File: src/rtl/life_gen_ctrl.sv
// Game of Life generation sequencer: reads every row into a local buffer, then writes back the next generation.
// One generation = 10 busy cycles; requests arriving while busy are dropped, and the auto-run tick is held until IDLE.
module life_gen_ctrl #(
    parameter int ROWS   = 4,
    parameter int COLS   = 16,
    parameter int ADDR_W = 2,
    parameter int PERIOD = 25000000
) (
    input  logic              clk,
    input  logic              reset,
    input  logic              step_req,
    input  logic              run_en,
    input  logic              load_req,
    output logic              mem_debug,
    output logic              mem_write_enb,
    output logic [ADDR_W-1:0] mem_array_selector,
    output logic [COLS-1:0]   mem_alive_in,
    input  logic [COLS-1:0]   mem_alive_out,
    output logic              busy,
    output logic              done,
    output logic [15:0]       gen_count
);
    localparam int CNT_W = (PERIOD > 1) ? $clog2(PERIOD) : 1;
    localparam logic [ADDR_W-1:0] LAST_ROW = ADDR_W'(ROWS - 1);
    localparam logic [CNT_W-1:0]  CNT_MAX  = CNT_W'(PERIOD - 1);

    typedef enum logic [2:0] {
        S_IDLE, S_LOAD, S_READ, S_CAPTURE, S_WRITE, S_DONE
    } state_t;

    state_t            r_state, w_state_nxt;
    logic [ADDR_W-1:0] r_row, w_row_nxt;
    logic [COLS-1:0]   r_buf [ROWS];
    logic [COLS-1:0]   w_eff [ROWS];
    logic [COLS-1:0]   w_up, w_mid, w_dn, w_life;
    logic [CNT_W-1:0]  r_cnt;
    logic              r_tick_pending;
    logic              w_start;

    logic              r_debug, r_we, r_busy, r_done;
    logic [ADDR_W-1:0] r_sel;
    logic [COLS-1:0]   r_din;
    logic [15:0]       r_gen_count;
    logic              w_debug_nxt, w_we_nxt, w_busy_nxt, w_done_nxt;
    logic [ADDR_W-1:0] w_sel_nxt;
    logic [COLS-1:0]   w_din_nxt;

    function automatic logic [COLS-1:0] f_life(input logic [COLS-1:0] up,
                                               input logic [COLS-1:0] mid,
                                               input logic [COLS-1:0] dn);
        logic [3:0] n;
        f_life = '0;
        for (int c = 0; c < COLS; c++) begin
            n = 4'(up[(c + COLS - 1) % COLS]) + 4'(up[c]) + 4'(up[(c + 1) % COLS])
              + 4'(mid[(c + COLS - 1) % COLS]) + 4'(mid[(c + 1) % COLS])
              + 4'(dn[(c + COLS - 1) % COLS]) + 4'(dn[c]) + 4'(dn[(c + 1) % COLS]);
            f_life[c] = (n == 4'd3) || (mid[c] && (n == 4'd2));
        end
    endfunction

    always_ff @(posedge clk) begin
        if (reset) begin
            r_state <= S_IDLE;
            r_row   <= '0;
        end else begin
            r_state <= w_state_nxt;
            r_row   <= w_row_nxt;
        end
    end

    always_comb begin
        w_state_nxt = r_state;
        w_row_nxt   = '0;
        unique case (r_state)
            S_IDLE: begin
                if (load_req)
                    w_state_nxt = S_LOAD;
                else if (step_req || r_tick_pending)
                    w_state_nxt = S_READ;
            end
            S_LOAD:    w_state_nxt = S_IDLE;
            S_READ: begin
                if (r_row == LAST_ROW) begin
                    w_state_nxt = S_CAPTURE;
                    w_row_nxt   = r_row;
                end else begin
                    w_row_nxt   = r_row + 1'b1;
                end
            end
            S_CAPTURE: w_state_nxt = S_WRITE;
            S_WRITE: begin
                if (r_row == LAST_ROW)
                    w_state_nxt = S_DONE;
                else
                    w_row_nxt   = r_row + 1'b1;
            end
            S_DONE:    w_state_nxt = S_IDLE;
            default:   w_state_nxt = S_IDLE;
        endcase
    end

    assign w_start = (r_state == S_IDLE) && (w_state_nxt == S_READ);

    // The last row lands in the buffer on the same edge that registers the first write row, so bypass it in.
    always_comb begin
        for (int r = 0; r < ROWS; r++)
            w_eff[r] = r_buf[r];
        if (r_state == S_CAPTURE)
            w_eff[ROWS-1] = mem_alive_out;
    end

    always_comb begin
        w_up   = w_eff[(w_row_nxt == '0) ? LAST_ROW : w_row_nxt - 1'b1];
        w_mid  = w_eff[w_row_nxt];
        w_dn   = w_eff[(w_row_nxt == LAST_ROW) ? '0 : w_row_nxt + 1'b1];
        w_life = f_life(w_up, w_mid, w_dn);
    end

    always_comb begin
        w_debug_nxt = (w_state_nxt == S_LOAD);
        w_we_nxt    = (w_state_nxt == S_WRITE);
        w_busy_nxt  = (w_state_nxt inside {S_READ, S_CAPTURE, S_WRITE, S_DONE});
        w_done_nxt  = (w_state_nxt == S_DONE);
        w_sel_nxt   = (w_state_nxt inside {S_READ, S_CAPTURE, S_WRITE}) ? w_row_nxt : '0;
        w_din_nxt   = w_we_nxt ? w_life : '0;
    end

    always_ff @(posedge clk) begin
        if (reset) begin
            r_debug     <= 1'b0;
            r_we        <= 1'b0;
            r_busy      <= 1'b0;
            r_done      <= 1'b0;
            r_sel       <= '0;
            r_din       <= '0;
            r_gen_count <= '0;
        end else begin
            r_debug <= w_debug_nxt;
            r_we    <= w_we_nxt;
            r_busy  <= w_busy_nxt;
            r_done  <= w_done_nxt;
            r_sel   <= w_sel_nxt;
            r_din   <= w_din_nxt;
            if (w_done_nxt)
                r_gen_count <= r_gen_count + 16'd1;
        end
    end

    // Read data trails the address by one cycle, so READ row k captures row k-1.
    always_ff @(posedge clk) begin
        if (reset) begin
            for (int r = 0; r < ROWS; r++)
                r_buf[r] <= '0;
        end else if (r_state == S_CAPTURE) begin
            r_buf[ROWS-1] <= mem_alive_out;
        end else if ((r_state == S_READ) && (r_row != '0)) begin
            r_buf[r_row - 1'b1] <= mem_alive_out;
        end
    end

    always_ff @(posedge clk) begin
        if (reset || !run_en) begin
            r_cnt          <= '0;
            r_tick_pending <= 1'b0;
        end else if (r_cnt == CNT_MAX) begin
            r_cnt          <= '0;
            r_tick_pending <= 1'b1;
        end else begin
            r_cnt <= r_cnt + 1'b1;
            if (w_start)
                r_tick_pending <= 1'b0;
        end
    end

    assign mem_debug          = r_debug;
    assign mem_write_enb      = r_we;
    assign mem_array_selector = r_sel;
    assign mem_alive_in       = r_din;
    assign busy               = r_busy;
    assign done               = r_done;
    assign gen_count          = r_gen_count;

endmodule

File: config.mk
export PLATFORM = sky130hd
export DESIGN_NAME = life_gen_ctrl
export DESIGN_NICKNAME = d
export VERILOG_FILES = /design/src/rtl/life_gen_ctrl.sv
export SDC_FILE = /design/constraint.sdc
export NUM_CORES = 1
export LEC_CHECK = 0
export ABC_AREA = 1
export CAP_MARGIN = 40
export CORE_MARGIN = 2
export CORE_UTILIZATION = 50
export DETAILED_ROUTE_END_ITERATION = 6
export GPL_TIMING_DRIVEN = 1
export HOLD_SLACK_MARGIN = 0.12
export PLACE_DENSITY_LB_ADDON = 0.05
export SLEW_MARGIN = 20
export SYNTH_ARGS = -nofsm -noshare
export SYNTH_HDL_FRONTEND = slang
export SYNTH_SLANG_ARGS = --single-unit
File: constraint.sdc
create_clock -name clk -period 6.1 [get_ports clk]
set_clock_uncertainty 0.1 [all_clocks]
set_input_delay 1.22 -clock clk [delete_from_list [all_inputs] [get_ports clk]]
set_output_delay 1.22 -clock clk [all_outputs]
set_load 0.05 [all_outputs]
==> metrics.cfg, run 1 <==
[place]
place.gp.congestion=0.8497
port_buffers=58
post-dp-hpwl_um=18590

[sta]
fmax_ghz=0.1843
rsz0062_at_grt=no
tightest_slew_ps=874.5
min_period_ps=5425
hold-worst-slack_ps=363.8
setup_viol=0
post-route-period-util_pct=88.94
maxSlewHeadroom_pct=41.56
fin_setup_tns_ps=0
slew_violations=0
finalHoldViolations=0

[route]
vias=8859
drcViolationCount=0
first_pass_iters=5
drt_iter0_markers=577
vias_per_cell=5.199
antenna_left=0
wl_per_cell_um=14.79
totalWireLength_um=25200

[cells_and_area]
drive_above_1_share_pct=8.577
diodes=0
fillers=1897
area_growth_pct=13.50
nets=1553

[clocking]
root_buffer=clkbuf_16
clk_pin_slew_ps=60
cts_resized=0
cts_buffer_depth=2
cts_max_level=4
post_cts_buffers=0
cts.sinks=133
numCtsBuffers=17
cts_tree=yes
cts_hold_buf=0
worstSkewPairLatency_ps=430

[worst_setup_path]
critical_path.max_fanout=27
worstSetupEndpointType=register
path_class=register to register
cp.arrival_ps=5650
start_kind=register
required_ps=6320

[synth]
synth_common_cells=nand2_1 (273), inv_1 (241), nor2_1 (145)
ys.flop_type=dfxtp_1
synth_top_area_cell=edfxtp_1
synth_edf_count=64
yosysTopAreaCellShare_pct=18.43
yosysUniqueCellTypes=47
syn-num-nets=1501
ys_seq_area_share_pct=31.68
yosys_warnings=0
synth_cells=1369
synth_most_common_cell=nand2_1
netlist_area_um2=10430
syn_area_per_cell_um2=7.617
synth_area_leaders=edfxtp_1 (18%), dfxtp_1 (13%), fa_1 (10%), nand2_1 (9.8%), inv_1 (8.7%)
synthArstFlopShare_pct=0
ys_seq_elements=133

[floorplan]
die_h_um=148.4
ios=59
start_util_pct=51.20
rows=52
fp.coreArea_um2=20360
die_w_um=148.4
die_area_um2=22030

[global_routing]
grt_pass1_wl_um=41800
antenna_found_initial=0
first_global_vias=8505
overflow=0
grt_usage_pct=24.02
grt_max_degree=62

[job]
cap_violations=0

[pwr]
fin_total_pwr_mw=3.395
leakagePower_nw=5.341
p_per_area_nw_per_um2=286.8
ir_drop_v=0.0002121

[run_status]
status=completed

[min_path]
hold_path.class=register to register

-- metrics by stage --
| stage | setup slack (ps) | utilization (%) | instances | instance area, µm² |
|---|---|---|---|---|
| after floorplan | 885.3 | - | 1369 | 10430 |
| after global routing | 234.9 | 58.12 | 1704 | 11840 |
| after global placement | 831.6 | 54.79 | 1666 | 11160 |
| after CTS | 671.8 | 58.04 | 1703 | 11820 |
| final | 674.7 | 58.12 | 1704 | 11840 |
| after detailed placement | 737.9 | 55.15 | 1671 | 11230 |
-- metal layers --
metal / global-route usage, % / up-vias / share of wire [%]
met5: 0 / - / 0
met4: 8.000 / 0 / 2.0
met3: 3.497 / 33 / 4.5
met2: 41.39 / 202 / 48
met1: 31.12 / 4134 / 45
li1: - / 4490 / -
-- layout by cell type (no fill, tap or decap), drive strengths merged --
cell,instances
a211o,1
a211oi,4
a21o,1
a21oi,59
a31oi,3
and3,1
buf,22
clkbuf,19
clkdlybuf4s50,58
clkinv,2
dfxtp,69
edfxtp,64
fa,53
ha,58
inv,261
nand2,294
nand3,121
nand3b,1
nand4,10
nor2,161
nor3,26
nor3b,5
nor4,3
o211ai,36
o21a,4
o21ai,72
o21bai,2
or2,4
xnor2,12
xor2,8
-- report_power, final --
part	switching, mW	internal (mW)	total [mW]
logic	0.817	0.571	1.39
clock network	0.461	0.577	1.04
registers	0.0129	0.956	0.969
total	1.29	2.10	3.39
-- final cells by class --
cell class              instances  area, µm²  area share, %
clock buffers                  19      464.2          3.922
clock inverters                13      123.9          1.047
inverters                     250      940.9          7.950
multi-input cells             939       5874          49.64
flip-flops and latches        133       3303          27.91
well taps                     270      337.8          2.854
repair buffers                 80      790.8          6.681
-- critical path, stage by stage, from the launching register on --
cell,delay [ps]
dfxtp_1,340
ha_1,220
nor2_1,150
nand3_2,120
nand2_4,290
inv_2,200
ha_1,230
inv_2,70
nand2_4,190
buf_4,320
o21ai_0,240
nand2_1,180
fa_1,550
inv_1,60
fa_1,510
inv_1,50
fa_1,440
ha_1,220
fa_1,380
nand2_1,90
a211oi_1,40
o21a_1,170
o211ai_1,80
inv_1,60
-- logic make-up (layout without fill, tap and decap cells) --
family / Yosys count / in the layout / share of synthesized area (%)
simple gates: 626 / 626 / 26.84
compound gates: 182 / 182 / 10.63
xor+xnor: 20 / 20 / 1.680
flops: 133 / 133 / 31.68
fa+ha+maj: 111 / 111 / 17.13
buf+inv: 297 / 362 / 12.04
-- path summary, 6_finish.rpt --
check | start | to | slack [ps] | cells past startpoint
setup / recovery | r_row[0]$_SDFF_PP0_ | mem_alive_in[15]$_SDFF_PP0_ | 670 | 23
hold / removal | r_cnt[0]$_SDFF_PP0_ | r_cnt[0]$_SDFF_PP0_ | 360 | 1
hold reg to reg | r_cnt[0]$_SDFF_PP0_ | r_cnt[0]$_SDFF_PP0_ | 360 | 1
setup reg to reg | r_row[0]$_SDFF_PP0_ | mem_alive_in[15]$_SDFF_PP0_ | 670 | 23
-- sequential cells by signal, summed over array words and instances (netlist names) --
register and cells:
r_buf 64, r_cnt 25, gen_count 16, mem_alive_in 16, r_state 3, mem_array_selector 2, r_row 2, busy 1
done 1, mem_debug 1, mem_write_enb 1, r_tick_pending 1
No activity file was read; power rests on OpenSTA's default activity.
==> run 2: changes to the inputs <==
ABC_AREA = unset   (was 1)
CORE_MARGIN = 5   (was 2)
RECOVER_POWER = 100   (was unset)
==> run 2 against run 1 <==
  * The flow now finishes with violations (capacitance limit, slew limit)
  * Setup slack lost 390 ps
  * Routed wire length rose by 1.9%
  * Combinational power decreased by 20%
  * Non-clock buffer count rose by 23
  * Sequential share of layout area increased by 0.88 points
  * Via count fell by 12%
  * Area after synthesis is 5.3% lower
  * Critical path depth down 1
  * Synthesized cell count shrank 27%
  * Critical path type unchanged
  * Largest power group unchanged
  * Highest routed layer unchanged
==> metrics.cfg, run 2 <==
[cells_and_area]
multi_input_area_um2=6041
seq_area_um2=3304
drive_above_1_share_pct=11.43
reg_top3=r_buf (64), r_cnt (25)
fillers=1728
layout_common_cells=nor2_1 (123), inv_1 (87), dfxtp_1 (68), edfxtp_1 (64), nand2_1 (59)
final_common_cell=nor2_1
fin_area_um2=11480
area_growth_pct=16.25
diodes=0
regMostFlops=r_buf
nets=1204
finalNonFillerCells=1350
largest_reg_flops=64
final_util_pct=58.97

[global_routing]
first_global_vias=7681
grt_max_degree=37
overflow=0
grt_pass1_wl_um=41490
use_met1_pct=33.29
antenna_found_initial=0
grt_busiest_layer=met2
grt_usage_pct=23.75
use_met2_pct=37.32
met3_usage_pct=5.479

[min_path]
hold_path_end=r_cnt[0]$_SDFF_PP0_
worstHoldStart=r_cnt[0]$_SDFF_PP0_
hold_depth=1
hold_path.class=register to register

[pwr]
combPwrFrac_pct=35.5
ir_drop_v=0.0002088
switching_share_pct=34.85
p_switching_mw=1.092
pwr-share-clk_pct=33.4
seqPwrFrac_pct=31.1
leakagePower_nw=4.775
p_int_mw=2.042
p_per_area_nw_per_um2=273.1

[synth]
ys.flop_type=dfxtp_1
ys_seq_area_share_pct=33.46
synth_top_family_by_area=simple AND/OR/NAND/NOR gates
netlist_area_um2=9872
syn-num-nets=1129
synth-compound-area-share_pct=12.84
yosys_warnings=0
yosysUniqueCellTypes=75
synth_edf_count=64
synth_common_cells=nor2_1 (123), inv_1 (87), dfxtp_1 (69)
ys_seq_elements=133
synth_area_leaders=edfxtp_1 (19%), dfxtp_1 (14%), fa_1 (11%), ha_1 (7.4%), mux4_2 (5.7%)
synth_fa_ha_area_share_pct=18.10
yosysTopAreaCellShare_pct=19.47
synthArstFlopShare_pct=0
synthSimpleGateAreaFrac_pct=18.54
synth_mux_area_share_pct=7.338
synth_xor_area_share_pct=4.170
syn_area_per_cell_um2=9.902
synth_top_area_cell=edfxtp_1
synth_cells=997
synth_most_common_cell=nor2_1

[route]
vias=7817
drcViolationCount=0
vias_per_cell=5.790
antenna_left=0
drt_iter0_markers=558
first_pass_iters=7
wl_per_cell_um=19.01
totalWireLength_um=25660

[worst_setup_path]
cpPeakStageDelay_ps=600
path_class=register to register
start_kind=register
r2r-end=mem_alive_in[4]$_SDFF_PP0_
worstSetupEndpointType=register
required_ps=6300
worstRegToRegCells=22
path_cells=ha_1, or4b_4, a21oi_4, buf_4, ha_1, buf_4, buf_4, mux2i_1, a2111oi_2, a31o_2, xnor2_1, ha_1, fa_1, inv_1, fa_1, nor2_1, fa_1, nand3b_1, a21oi_1, o21bai_1, a31oi_1, a311oi_1
crit_slowest_cell=or4b_4
r2r_start=r_row[0]$_SDFF_PP0_
critical_path.max_fanout=12
reg2reg_slack_ps=280
cp.arrival_ps=6010

[clocking]
cts.sinks=133
cts_hold_buf=0
root_buffer=clkbuf_16
cts_tree=yes
cts_max_level=4
numCtsBuffers=17
worstSkewPairLatency_ps=430
clk_pin_slew_ps=70
cts_buffer_depth=2

[sta]
min_period_ps=5818
maxSlewHeadroom_pct=-112.9
rsz0062_at_grt=no
hold-worst-slack_ps=347.7
fin_setup_tns_ps=0
setup_viol=0
fmax_ghz=0.1719
slew_violations=9
finalHoldViolations=0
post-route-period-util_pct=95.38
tightest_slew_ps=3113

[place]
placed_cell_area_um2=10910
post-dp-hpwl_um=19100
port_buffers=58
place.gp.congestion=0.9130
placed_cells=1313

[run_status]
violations=capacitance limit, slew limit
status=finished with violations

[floorplan]
die_h_um=150.5
rows=51
die_area_um2=22650
ios=59
fp.coreArea_um2=19460
die_w_um=150.5
start_util_pct=50.72

[job]
cap_violations=1

-- run 2: cell types whose count changed after synthesis, moves of 15 or more --
cell / previous run / this run
a211oi_1: 4 / 19
a21oi_1: 57 / 21
and3_1: 1 / 24
inv_1: 241 / 87
mux4_2: 0 / 25
nand2_1: 273 / 59
nand2_2: 19 / 1
nand3_1: 115 / 28
nor2_1: 145 / 123
o211ai_1: 29 / 2
xnor2_1: 12 / 27
-- run 2: how the worst max path moves through the flow --
stage                     slack, ps                start  cells after the start                         end
after floorplan                 150  r_row[0]$_SDFF_PP0_                     19  mem_alive_in[1]$_SDFF_PP0_
after global placement          200  r_row[0]$_SDFF_PP0_                     22  mem_alive_in[4]$_SDFF_PP0_
after detailed placement        140  r_row[0]$_SDFF_PP0_                     22  mem_alive_in[4]$_SDFF_PP0_
after CTS                        90  r_row[0]$_SDFF_PP0_                     22  mem_alive_in[4]$_SDFF_PP0_
after global routing              6  r_row[0]$_SDFF_PP0_                     21  mem_alive_in[4]$_SDFF_PP0_
final                           280  r_row[0]$_SDFF_PP0_                     22  mem_alive_in[4]$_SDFF_PP0_
-- run 2: cell families after synthesis --
logic type	count (synthesis)
AO/OA/AOI/OAI	176
XOR/XNOR	47
adder cells (fa/ha/maj)	111
buffers and inverters	136
flip-flops	133
multiplexers	40
AND/OR/NAND/NOR	354
-- run 2: power by group through the flow --
stage / Combinational [mW] / Clock [mW] / Sequential (mW)
2_1_floorplan: 0.837 / 0 / 1.00
3_3_place_gp: 1.08 / 0 / 0.994
3_5_place_dp: 1.12 / 0 / 0.994
4_1_cts: 1.13 / 1.07 / 0.974
5_1_grt: 1.30 / 1.10 / 0.978
6_report: 1.11 / 1.05 / 0.975
-- run 2: layout make-up --
type	instances	share of cell area, %
well taps	265	2.889
clock inverters	13	1.145
inverters	89	2.911
multi-input cells	728	52.64
flip-flops and latches	133	28.79
clock buffers	19	3.958
repair buffers	103	7.665
-- run 2: stage by stage --
step / setup slack [ps] / total power, mW
after global placement: 201.9 / 2.074
after floorplan: 152.7 / 1.839
final: 281.6 / 3.134
after global routing: 6.439 / 3.380
after CTS: 87.62 / 3.170
after detailed placement: 135.4 / 2.115
-- run 2: per-layer routing --
layer	vias to the layer above	routed length [µm]
met2	260	11780
li1	3730	-
met4	0	350
met5	-	0
met3	32	1826
met1	3795	11710
-- run 2: worst max-delay path: cells and delay by family (launching register included) --
family	cells	cell delay [ps]
mux	1	140
simple gates	3	790
xor+xnor	1	80
flops	1	370
fa+ha+maj	6	2290
compound gates	7	1220
buf+inv	4	670
-- run 2: what timing repair did --
action / in CTS / in global routing
endpoints found under the hold margin: 0 / 0
resized for setup: 0 / 6
setup endpoints to repair: 0 / 5
buffers inserted: 0 / 4
==> run 3: changes to the inputs <==
CORE_MARGIN = 10   (was 5)
clock period = 5.35 ns   (was 6.1 ns; I/O delays follow)
==> run 3 against run 2 <==
  * The run still ends with capacitance limit, slew limit left
  * Combinational power increased by 24%
  * Sequential power rose by 14%
  * Clock power grew 11%
  * Core utilization grew 2.5 points
  * Die area rose by 14%
  * Total power is 17% higher
  * Final cell count increased by 2.7%
  * Fmax increased by 11%
  * Critical path depth decreased by 5
  * Critical path type unchanged
  * Critical endpoint is now mem_alive_in[2]$_SDFF_PP0_
==> metrics.cfg, run 3 (synthesized netlist as in run 2, its figures left out) <==
[cells_and_area]
area_growth_pct=21.15
final_common_cell=nor2_1
drive_above_1_share_pct=16.41
diodes=0
layout_common_cells=nor2_1 (123), inv_1 (85), buf_4 (67), dfxtp_1 (66), edfxtp_1 (64)
nets=1240
fin_area_um2=11960
reg_top3=r_buf (64), r_cnt (25)
largest_reg_flops=64
regMostFlops=r_buf
fillers=1694

[sta]
fin_setup_tns_ps=0
tightest_slew_ps=2093
min_period_ps=5228
slew_violations=8
hold-worst-slack_ps=343.2
setup_viol=0
finalHoldViolations=0
fmax_ghz=0.1913
maxSlewHeadroom_pct=-43.17
post-route-period-util_pct=97.71
fin_ws_ps=122.4

[pwr]
p_per_area_nw_per_um2=306.2
leakagePower_nw=4.994
ir_drop_v=0.0002353
fin_total_pwr_mw=3.662

[worst_setup_path]
required_ps=5620
crit_family=adder cells
critical_path.max_fanout=8
cp.arrival_ps=5500
worstRegToRegCells=17
r2r_start=r_row[0]$_SDFF_PP0_
worstSetupEndpointType=register
reg2reg_slack_ps=120
path_class=register to register
critical-path-top-cell-by-count=fa_1
cpPeakStageDelay_ps=560
path_buf_inv=3
path_cells=ha_4, or4b_4, a21oi_4, ha_4, buf_6, inv_2, buf_8, mux4_2, xor2_1, ha_1, fa_1, fa_1, and2_1, fa_1, o21a_1, o311ai_1, o311a_1
r2r-end=mem_alive_in[2]$_SDFF_PP0_
crit_slowest_cell=or4b_4
start_kind=register

[clocking]
cts_buffer_depth=2
root_buffer=clkbuf_16
worstSkewPairLatency_ps=430
cts_max_level=4
cts.sinks=133
clk_pin_slew_ps=70
numCtsBuffers=17
cts_tree=yes
cts_hold_buf=0

[run_status]
status=finished with violations
violations=capacitance limit, slew limit

[route]
wl_per_cell_um=19.34
totalWireLength_um=26810
vias=7972
drt_iter0_markers=494
wl_met1_um=11750
wl_met3_um=1754
vias_per_cell=5.752
first_pass_iters=5
antenna_left=0
drcViolationCount=0
topRoutingLayerUsed=met4
wl_met2_um=12870

[job]
cap_violations=1

[place]
placed_cell_area_um2=11140
port_buffers=58
post-dp-hpwl_um=19220
pre_cts_slack_ps=13.18
place.gp.congestion=0.8664

[min_path]
worstHoldStart=r_cnt[0]$_SDFF_PP0_
hold_depth=1
hold_path.class=register to register
hold_path_end=r_cnt[0]$_SDFF_PP0_

[floorplan]
die_area_um2=25770
die_w_um=160.5
die_h_um=160.5
rows=51
start_util_pct=50.72
fp.coreArea_um2=19460
ios=59

[global_routing]
grt_pass1_wl_um=42440
overflow=0
grt_max_degree=41
antenna_found_initial=0
grt_usage_pct=20.60
first_global_vias=7822

[run 3: layout make-up]
class                      count  area [µm²]  share of cell area [%]
clock buffer                  20       479.2                   4.007
inverter                      89       337.8                   2.825
timing repair buffer         139        1210                   10.12
clock inverter                12       102.6                  0.8578
sequential                   133        3309                   27.67
tap                          265       331.6                   2.772
multi-input combinational    728        6190                   51.75
[run 3: what timing repair did]
action	4_1_cts	5_1_grt
resized for setup	1	26
pin swaps	1	16
setup buffers	1	18
setup endpoints to repair	1	15
[run 3: worst reg2reg max path, delay by kind of cell (launching register included)]
kind            cells  cell delay (ps)
fa+ha+maj           6             2120
buf+inv             3              370
simple gates        2              730
compound gates      4              910
mux                 1              390
xor+xnor            1              190
flops               1              370
[run 3: report_power, final]
group          internal [mW]  total [mW]  switching, mW
clock network          0.665        1.17          0.505
logic                  0.631        1.38          0.749
registers               1.09        1.11         0.0209
[run 3: stage by stage]
step / util (%) / instances
2_1_floorplan: - / 997
3_3_place_gp: 57.18 / 1333
3_5_place_dp: 57.26 / 1334
4_1_cts: 60.31 / 1367
5_1_grt: 61.45 / 1386
6_report: 61.45 / 1386
[run 3: worst max-delay path by stage]
stage / start / to / slack, ps / cells after the start
3_3_place_gp: r_row[1]$_SDFF_PP0_ / mem_alive_in[5]$_SDFF_PP0_ / 130 / 19
6_report: r_row[0]$_SDFF_PP0_ / mem_alive_in[2]$_SDFF_PP0_ / 120 / 17
4_1_cts: r_row[0]$_SDFF_PP0_ / mem_alive_in[7]$_SDFF_PP0_ / 20 / 21
2_1_floorplan: r_row[0]$_SDFF_PP0_ / mem_alive_in[11]$_SDFF_PP0_ / -20 / 21
3_5_place_dp: r_row[0]$_SDFF_PP0_ / mem_alive_in[7]$_SDFF_PP0_ / 10 / 21
5_1_grt: r_row[0]$_SDFF_PP0_ / mem_alive_in[2]$_SDFF_PP0_ / -30 / 18
[run 3: layer usage]
metal / vias up / track usage, %
li1: 3812 / -
met1: 3892 / 26.77
met2: 238 / 33.86
met3: 30 / 4.320
met4: 0 / 6.010
met5: - / 0
